**src/rtl/oc8051_div_ctrl.sv**
```systemverilog
// oc8051_div_ctrl: round-robin sequencer sharing one 4-cycle divider between two requesters
module oc8051_div_ctrl #(
  parameter bit ZERO_FAST = 1'b1
) (
  input  logic       clk,
  input  logic       rst,
  input  logic       req0,
  input  logic [7:0] a0,
  input  logic [7:0] b0,
  output logic       ack0,
  input  logic       req1,
  input  logic [7:0] a1,
  input  logic [7:0] b1,
  output logic       ack1,
  output logic       done,
  output logic       res_id,
  output logic [7:0] res_quot,
  output logic [7:0] res_rem,
  output logic       res_ov,
  output logic       busy,
  output logic       div_en,
  output logic [7:0] div_src1,
  output logic [7:0] div_src2,
  input  logic [7:0] div_des1,
  input  logic [7:0] div_des2,
  input  logic       div_ov
);
  typedef enum logic [1:0] {IDLE, RUN, ZERO} state_t;
  state_t state;
  logic [1:0] cnt;
  logic last_grant, gnt;
  logic [7:0] sel_a, sel_b;
  // on a tie the requester not served last wins
  assign gnt = (req0 && req1) ? ~last_grant : req1;
  assign sel_a = gnt ? a1 : a0;
  assign sel_b = gnt ? b1 : b0;
  assign div_en = state == RUN;
  always_ff @(posedge clk or negedge rst) begin
    if (!rst) begin
      state <= IDLE;
      cnt <= 2'd0;
      ack0 <= 1'b0;
      ack1 <= 1'b0;
      done <= 1'b0;
      busy <= 1'b0;
      res_id <= 1'b0;
      res_quot <= 8'h00;
      res_rem <= 8'h00;
      res_ov <= 1'b0;
      last_grant <= 1'b1;
      div_src1 <= 8'h00;
      div_src2 <= 8'h00;
    end else begin
      ack0 <= 1'b0;
      ack1 <= 1'b0;
      done <= 1'b0;
      case (state)
        IDLE: if (req0 || req1) begin
          ack0 <= ~gnt;
          ack1 <= gnt;
          res_id <= gnt;
          last_grant <= gnt;
          div_src1 <= sel_a;
          div_src2 <= sel_b;
          busy <= 1'b1;
          cnt <= 2'd0;
          state <= (ZERO_FAST && sel_b == 8'h00) ? ZERO : RUN;
        end
        RUN: begin
          cnt <= cnt + 2'd1;
          if (cnt == 2'd3) begin
            res_rem <= div_des1;
            res_quot <= div_des2;
            res_ov <= div_ov;
            done <= 1'b1;
            busy <= 1'b0;
            state <= IDLE;
          end
        end
        ZERO: begin
          res_quot <= 8'hFF;
          res_rem <= div_src1;
          res_ov <= 1'b1;
          done <= 1'b1;
          busy <= 1'b0;
          state <= IDLE;
        end
        default: state <= IDLE;
      endcase
    end
  end
endmodule

```
**config.mk**
```make
export PLATFORM = sky130hd
export DESIGN_NAME = oc8051_div_ctrl
export DESIGN_NICKNAME = d
export VERILOG_FILES = /design/src/rtl/oc8051_div_ctrl.sv
export SDC_FILE = /design/constraint.sdc
export NUM_CORES = 1
export LEC_CHECK = 0
export ABC_AREA = 1
export BUFFER_PORTS_ARGS = -buffer_cell sky130_fd_sc_hd__buf_2
export CAP_MARGIN = 10
export CORE_MARGIN = 3
export CORE_UTILIZATION = 29
export CTS_BUF_LIST = sky130_fd_sc_hd__clkbuf_16
export CTS_CLUSTER_DIAMETER = 50
export DETAILED_ROUTE_END_ITERATION = 16
export GPL_TIMING_DRIVEN = 0
export MAX_ROUTING_LAYER = met4
export PLACE_DENSITY = 0.67
export SLEW_MARGIN = 20
export SYNTH_ARGS = -nofsm -noshare
export SYNTH_HDL_FRONTEND = slang
export SYNTH_SLANG_ARGS = --single-unit
```
**constraint.sdc**
```tcl
create_clock -name clk -period 1.5 [get_ports clk]
set_input_delay 0.45 -clock clk [delete_from_list [all_inputs] [get_ports clk]]
set_output_delay 0.45 -clock clk [all_outputs]
set_load 0.02 [all_outputs]
```
* Word-level counts from Yosys, hierarchy flattened
Cells that the tools add are included.
** Operators by class
- Add/sub/neg operators :: 1
- Equality and inequality tests :: 5
- Muxes and demuxes :: 24
- Bitwise logic cells :: 2
- Reductions and logical operators :: 12
** Operator list (number)
- 8-bit two-way mux :: 4
- 8-bit case mux with 2 select lines :: 2
- 1-bit two-way mux :: 9
- 8-bit logical NOT :: 1
- 2-bit two-way mux :: 4
- 2-bit case mux with 2 select lines :: 2
- 2-bit AND reduction :: 4
- 2-bit equality test (second input constant) :: 2
- 1-bit case mux with 2 select lines :: 2
- 2-bit nonzero test :: 2
- 1-bit case mux with 3 select lines :: 1
- 3-bit AND reduction :: 1
- 3-bit nonzero test :: 1
- 2-bit by 1-bit adder with 2-bit output (second input constant) :: 1
- 2-bit by 1-bit equality test with 1-bit output (second input constant) :: 1
- 2-bit logical NOT :: 1
- 2-bit by 1-bit inequality test with 1-bit output (second input constant) :: 1
- 2-bit inequality test (second input constant) :: 1
- 1-bit NOT :: 2
- 1-bit logical AND :: 1
- 1-bit logical OR :: 1
** Word-level totals
- Flip-flop bits (word level) :: 43
- Input bits :: 53
- Output and inout port bits :: 39
- Logic and storage cells :: 57

* Depth between registers and ports, before layout
Gate-level depths: netlist of run 1.
- Depth after elaboration :: 7
- Gate-level depth with buffers :: 10

* Worst setup path after synthesis of run 1
No wires, ideal clock.
- Kind :: reg2reg
- Start :: register state[1]
- End :: register res_rem[6]
- Setup time :: 0.082 ns
- Arrival :: 1.464 ns
- Data required time :: 1.418 ns
- Path slack :: -0.046 ns
- Cell stages (with the launch flop) :: 8
- Path buffers :: 1
- Period minus slack after synthesis :: 1.546 ns
- Cells stage by stage :: dfrtp_1 -> inv_1 -> ha_1 -> nand2_1 -> o21ai_4 -> buf_4 -> nor2_1 -> a31oi_1
** Between the ends
- Cells in the longest elaborated chain, start to end :: 3
- Elaborated cells between the ends (all ways) :: 6
- Classes of those cells :: eq/ne: 3; mux: 1; reduce/logical: 2
** Ends and longest elaborated chain
- from (decl) :: line 29 : state_t state;
- from (signal assigned) :: line 67 : state <= (ZERO_FAST && sel_b == 8'h00) ? ZERO : RUN;
- 2-bit by 1-bit equality test with 1-bit output *
- net div_en :: line 21 : output logic div_en,
- 2-bit by 1-bit inequality test with 1-bit output (no source line) / 2-bit nonzero test (equally long branches)
- 2-bit AND reduction (no source line)
- to (signal assigned) :: line 72 : res_rem <= div_des1;
- to (signal assigned) :: line 82 : res_rem <= div_src1;
- to (decl) :: line 18 : output logic [7:0] res_rem,
The timed path passes the listed nets; every way through them passes the cells marked *.
A chain may end at the register's enable or synchronous reset.

* Final worst setup path of run 1
- Start :: register state[0]
- End :: output div_en
** Between the ends
- Cells in the longest elaborated chain, start to end :: 1
** Ends and longest elaborated chain
- 2-bit by 1-bit equality test with 1-bit output :: line 37 : assign div_en = state == RUN;
- to (decl) :: line 21
No other way between the ends.

==> flow_metrics.env, run 1 <==
export IMPL_syn_area_um2=2030
export IMPL_grt_pass1_wl_um=8760
export IMPL_num_rows=29
export IMPL_numPortBuffers=90
export IMPL_pre_cts_ws_ps=-168
export IMPL_insertedDiodeCount=0
export IMPL_cpPeakStageDelay_ps=420
export IMPL_synthArstFlopShare_pct=100
export IMPL_vias=1963
export IMPL_layout_drive_gt1_share_pct=41.2
export IMPL_syn_avg_cell_area_um2=8.28
export IMPL_core_um2=6570
export IMPL_synth_top_area_cell="dfrtp_1"
export IMPL_syn_inst=245
export IMPL_multi_input_area_um2=893
export IMPL_crit_family="flip-flops"
export IMPL_status="finished with violations"
export IMPL_reg2regPathDepth=8
export IMPL_ys_warn_count=0
export IMPL_finalCritPeriodShare_pct=104
export IMPL_wl_um=5570
export IMPL_violations="negative setup slack"
export IMPL_critical_path_max_fanout=3
export IMPL_clock_latency_ps=280
export IMPL_internal_power_w=0.00334
export IMPL_hold_violations=0
export IMPL_clockBufferDepth=2
export IMPL_power_switching_w=0.00236
export IMPL_fp_dieW_um=89.6
export IMPL_drt_iter0_drc=76
export IMPL_worstReg2RegStart="state[0]"
export IMPL_cts_tree="yes"
export IMPL_cts_buffers=5
export IMPL_clkSinkCount=43
export IMPL_slew_viol_final=0
export IMPL_worst_slew_pin_slew_ps=945
export IMPL_hpwl_um=4100
export IMPL_leakagePower_nw=1.54
export IMPL_cp_depth=3
export IMPL_drv_cap=0
export IMPL_seq_area_um2=1080
export IMPL_setup_slack_ps=-58.7
export IMPL_path_common_cell="buf_6"
export IMPL_final_setup_viol_count=2
export IMPL_endpoint_kind="output pin"
export IMPL_clock_power_share_pct=18.1
export IMPL_cp_buffers_inverters=2
export IMPL_ff2ff_setup_slack_ps=-10
export IMPL_slew_limit_headroom_pct=37.0
export IMPL_die_h_um=89.6
export IMPL_yosysSeqAreaShare_pct=53.1
export IMPL_fin_skew_ps=2.24
export IMPL_max_freq_mhz=642
export IMPL_worstPathArrival_ps=1110
export IMPL_synth_edff_count=0
export IMPL_postRouteAntennaNets=0
export IMPL_critPathSlowestCell="dfrtp_1"
export IMPL_hold_ws_ps=305
export IMPL_drc_errors=0
export IMPL_initial_core_util_pct=30.9
export IMPL_powerDensity_nw_per_um2=1900
export IMPL_overflow=0
export IMPL_grt_antenna_before_repair=0
export IMPL_first_pass_iters=4
export IMPL_ir_drop_mv=0.639
export IMPL_grt_max_degree=44
export IMPL_htreeDepth=2
export IMPL_clk_pin_slew_worst_paths_ps=60
export IMPL_synth_cell_types=23
export IMPL_crit_required_ps=1050
export IMPL_ys_flop_type="dfrtp_1"
export IMPL_grt_setup_unrepaired="yes"
export IMPL_combPwrFrac_pct=46.6
export IMPL_yosys_area_top_type_share_pct=51.8
export IMPL_syn_to_final_growth_pct=47.8
export IMPL_clock_root_buffer="clkbuf_16"
export IMPL_cp_start_kind="flip-flop"
export IMPL_synth_area_leaders="dfrtp_1 52%, nand2_1 14%, nor2_1 6.8%"
export IMPL_gp_congestion=0.736
export IMPL_period_needed_ps=1560
export IMPL_nets=413
export IMPL_grt_total_usage_pct=14.9
export IMPL_synth_nets=302
export IMPL_grt_pass1_vias=1855
export IMPL_ys_ff_latch=43
export IMPL_fillers=655
export IMPL_netSwitchingFraction_pct=41.4
export IMPL_ios=92
export IMPL_hold_path_class="input pin to asynchronous set/reset pin"
export IMPL_dieArea_um2=8030
export IMPL_route_detailed_wl_per_inst_um=12.4
export IMPL_seqPwrFrac_pct=35.3
export IMPL_path_class="flip-flop to output pin"
export IMPL_via_per_inst=4.36
export IMPL_worstReg2RegEnd="res_rem[6]"
export IMPL_path_cells="buf_6 -> ha_4 -> buf_6"
logic make-up (layout without fill, tap and decap cells):
| logic type | count (synthesis) | in the layout | synth area share (%) |
|---|---|---|---|
| flops | 43 | 43 | 53.1 |
| fa+ha+maj | 4 | 4 | 2.47 |
| simple gates | 126 | 126 | 25.9 |
| compound gates | 44 | 44 | 12.2 |
| buf+inv | 28 | 140 | 6.35 |
per-stage QoR:
stage | TNS (ps) | utilization, % | instance area [µm²] | std cells | total power, W
after floorplan | 0 | - | 2030 | 245 | 0.00346
final | -66.4 | 45.6 | 3000 | 450 | 0.00570
after global placement | -3770 | 39.6 | 2600 | 428 | 0.00429
after CTS | -54.8 | 44.0 | 2890 | 446 | 0.00556
after detailed placement | -4580 | 39.6 | 2600 | 428 | 0.00434
after global routing | -997 | 45.6 | 3000 | 450 | 0.00615
flip-flops by register name, indices dropped and copies added (netlist names):
register and flops:
div_src1 8, div_src2 8, res_quot 8, res_rem 8, cnt 2, state 2
ack0 1, ack1 1, busy 1, done 1, last_grant 1, res_id 1
res_ov 1
layout by cell type, fill, tap and decap left out, types with 2 or more instances in the layout:
cell type,n
buf_6,13
buf_4,8
a31oi_1,7
clkinv_1,2
nand2_4,3
a21oi_1,9
nor2_1,33
nand3b_1,7
nand2_1,66
nand2_2,6
nand3_1,5
inv_2,5
inv_1,12
ha_4,2
dfrtp_1,42
o21ai_0,23
nor2_2,5
buf_2,89
clkbuf_16,5
worst max path at each step:
stage / from / endpoint / slack (ps)
floorplan: state[0] / res_rem[6] / 70
global placement: state[0] / res_rem[6] / -150
detailed placement: state[0] / res_rem[6] / -170
CTS: state[0] / div_en / -50
global route: state[0] / div_en / -90
finish: state[0] / div_en / -60
cells in the mapped netlist, types with 3 or more instances:
cell type,n
nand2_1,73
inv_2,3
a31oi_1,8
nor2_1,37
inv_1,16
nand3b_1,7
a21oi_1,9
nand3_1,5
o21ai_0,24
buf_2,4
buf_4,3
ha_1,4
dfrtp_1,42
per-layer routing:
layer	vias up	part of all wire [%]	global-route usage (%)
li1	1013	-	-
met1	870	44	17.6
met2	76	44	23.8
met3	4	10	5.20
met4	0	1.2	4.87
met5	-	0	-
worst register-to-register path: cells and delay by family, from the launching register on:
family / cells / cell delay [ps]
and+or+nand+nor: 1 / 40
adders and majority gates: 1 / 150
AOI/OAI and AO/OA: 2 / 300
DFF: 1 / 420
buffers and inverters: 4 / 520
power by group through the flow:
stage	logic, W	clock network (W)	registers (W)
finish	0.00266	0.00103	0.00201
global placement	0.00228	0	0.00201
detailed placement	0.00233	0	0.00201
global route	0.00294	0.00112	0.00208
floorplan	0.000915	0	0.00255
CTS	0.00249	0.00106	0.00201
final cells by class:
class	instances	share of cell area, %
Clock buffer	5	4.17
Buffer	9	3.17
Timing Repair Buffer	104	19.9
Inverter	19	2.63
Sequential cell	43	35.9
Multi-Input combinational cell	174	29.8
Tap cell	93	3.88
Clock inverter	3	0.501
repair_timing:
item,4_1_cts,5_1_grt
endpoints found under the setup margin,38,39
pin swaps,5,5
setup buffers,8,4
hold buffers,0,0
gates cloned,2,0
gates resized for setup,20,31
Power figures use the tool's default switching activity.
==> run 2, diff against run 1 <==
--- a/config.mk
+++ b/config.mk
@@ -9,13 +9,13 @@
 export BUFFER_PORTS_ARGS = -buffer_cell sky130_fd_sc_hd__buf_2
 export CAP_MARGIN = 10
 export CORE_MARGIN = 3
-export CORE_UTILIZATION = 29
+export CORE_UTILIZATION = 35
 export CTS_BUF_LIST = sky130_fd_sc_hd__clkbuf_16
 export CTS_CLUSTER_DIAMETER = 50
 export DETAILED_ROUTE_END_ITERATION = 16
 export GPL_TIMING_DRIVEN = 0
 export MAX_ROUTING_LAYER = met4
-export PLACE_DENSITY = 0.67
+export PLACE_DENSITY = 0.76
 export SLEW_MARGIN = 20
 export SYNTH_ARGS = -nofsm -noshare
 export SYNTH_HDL_FRONTEND = slang
==> flow_metrics.env, run 2 (same netlist as run 1, synthesis figures left out) <==
export IMPL_cts_buffers=5
export IMPL_path_cells="inv_2 -> ha_4 -> buf_6"
export IMPL_drc_errors=0
export IMPL_worstPathArrival_ps=1020
export IMPL_worstReg2RegEnd="div_src1[7]"
export IMPL_route_detailed_wl_per_inst_um=12.3
export IMPL_period_needed_ps=1470
export IMPL_clock_root_buffer="clkbuf_16"
export IMPL_grt_total_usage_pct=16.3
export IMPL_core_um2=5570
export IMPL_finalCritPeriodShare_pct=98.2
export IMPL_slew_limit_headroom_pct=36.8
export IMPL_fp_dieW_um=82.1
export IMPL_mostFrequentLayoutCells="90 x buf_2, 68 x nand2_1, 40 x dfrtp_1"
export IMPL_clkSinkCount=43
export IMPL_final_setup_viol_count=0
export IMPL_critPathSlowestCell="dfrtp_2"
export IMPL_hpwl_um=3920
export IMPL_powerDensity_nw_per_um2=1930
export IMPL_hold_violations=0
export IMPL_stdcell_count=426
export IMPL_drt_iter0_drc=85
export IMPL_wl_um=5260
export IMPL_clockBufferDepth=2
export IMPL_overflow=0
export IMPL_grt_max_degree=44
export IMPL_syn_to_final_growth_pct=45.6
export IMPL_grt_pass1_wl_um=8230
export IMPL_num_rows=27
export IMPL_insertedDiodeCount=0
export IMPL_reg2regPathDepth=9
export IMPL_numPortBuffers=90
export IMPL_layout_drive_gt1_share_pct=41.0
export IMPL_use_met2_pct=27.1
export IMPL_crit_required_ps=1050
export IMPL_clock_latency_ps=280
export IMPL_path_class="flip-flop to output pin"
export IMPL_cp_start_kind="flip-flop"
export IMPL_cpPeakStageDelay_ps=400
export IMPL_grt_antenna_before_repair=0
export IMPL_endpoint_kind="output pin"
export IMPL_leakagePower_nw=1.53
export IMPL_initial_core_util_pct=36.4
export IMPL_ff2ff_setup_slack_ps=50
export IMPL_grt_busiest_layer="met2"
export IMPL_cts_tree="yes"
export IMPL_total_power_w=0.00569
export IMPL_grt_pass1_vias=1798
export IMPL_first_pass_iters=4
export IMPL_final_common_cell="buf_2"
export IMPL_ir_drop_mv=0.810
export IMPL_dieArea_um2=6740
export IMPL_worst_slew_pin_slew_ps=948
export IMPL_slew_viol_final=0
export IMPL_htreeDepth=2
export IMPL_postRouteAntennaNets=0
export IMPL_max_freq_mhz=679
export IMPL_grt_setup_unrepaired="yes"
export IMPL_status="finished, final reports clean"
export IMPL_fillers=522
export IMPL_use_met3_pct=4.56
export IMPL_clk_pin_slew_worst_paths_ps=60
export IMPL_drv_cap=0
export IMPL_critical_path_max_fanout=2
export IMPL_via_per_inst=4.69
export IMPL_die_h_um=82.1
export IMPL_dp_cells=407
export IMPL_grt_util_met1_pct=19.2
export IMPL_gp_congestion=0.779
export IMPL_vias=1999
export IMPL_final_util_pct=53.0
export IMPL_worstReg2RegStart="last_grant"
export IMPL_hold_path_class="input pin to asynchronous set/reset pin"
export IMPL_fin_skew_ps=4.89
export IMPL_hold_ws_ps=322
export IMPL_nets=410
export IMPL_ios=92
[run 2: cell count changes in the layout (fill, tap and decap cells not counted), sizes merged]
| cell | delta |
|---|---|
| bufinv | +1 |
| inv | +2 |
| clkinvlp | -1 |
| clkinv | -2 |
| buf | -3 |
[run 2: cell type report]
cell class                      instances  area, µm²  share of cell area (%)
Sequential cell                        43       1080                    36.6
Multi-Input combinational cell        174        895                    30.3
Timing Repair Buffer                  102        568                    19.2
Clock buffer                            5        125                    4.24
Tap cell                               72       90.1                    3.05
Buffer                                  8       78.8                    2.67
Inverter                               19       78.8                    2.67
Clock inverter                          3       37.5                    1.27
[run 2: worst max-delay path by stage]
stage	from	endpoint	slack [ps]
after detailed placement	state[0]	res_rem[4]	-190
final	state[1]	div_en	30
after global routing	last_grant	div_src1[7]	-30
after floorplan	state[0]	res_rem[6]	70
after CTS	state[1]	div_en	-20
after global placement	state[0]	res_rem[6]	-140
[run 2: critical path, delay by kind of cell, from the launching register on]
family | cells | cell delay, ps
buffers and inverters | 2 | 190
DFF | 1 | 400
adders and majority gates | 1 | 150
[run 2: metal layers]
layer / routed length [µm] / vias up / part of all wire, %
met5: 0 / - / 0
met4: 73 / 0 / 1.4
met3: 497 / 8 / 9.5
met2: 2460 / 86 / 47
met1: 2220 / 904 / 42
li1: - / 1001 / -
[run 2: timing repair]
item                       4_1_cts  5_1_grt
setup endpoints to repair       38       39
gates resized for setup         23       21
pin swaps                        3        9
buffers inserted                 4        6
hold buffers                     0        0
cloned                           2        0
[run 2: report_power, final]
part / switching, W / total (W) / internal [W]
logic: 0.00156 / 0.00251 / 0.000955
clock network: 0.000392 / 0.00116 / 0.000772
registers: 0.000330 / 0.00202 / 0.00169
[run 2: stage by stage]
step	setup TNS [ps]	area [µm²]	worst slack, ps
final	0	2950	27.6
after global routing	-254	2950	-34.9
after CTS	-50.2	2850	-21.5
after detailed placement	-3900	2570	-191
after global placement	-2400	2570	-140
after floorplan	0	2030	66.3
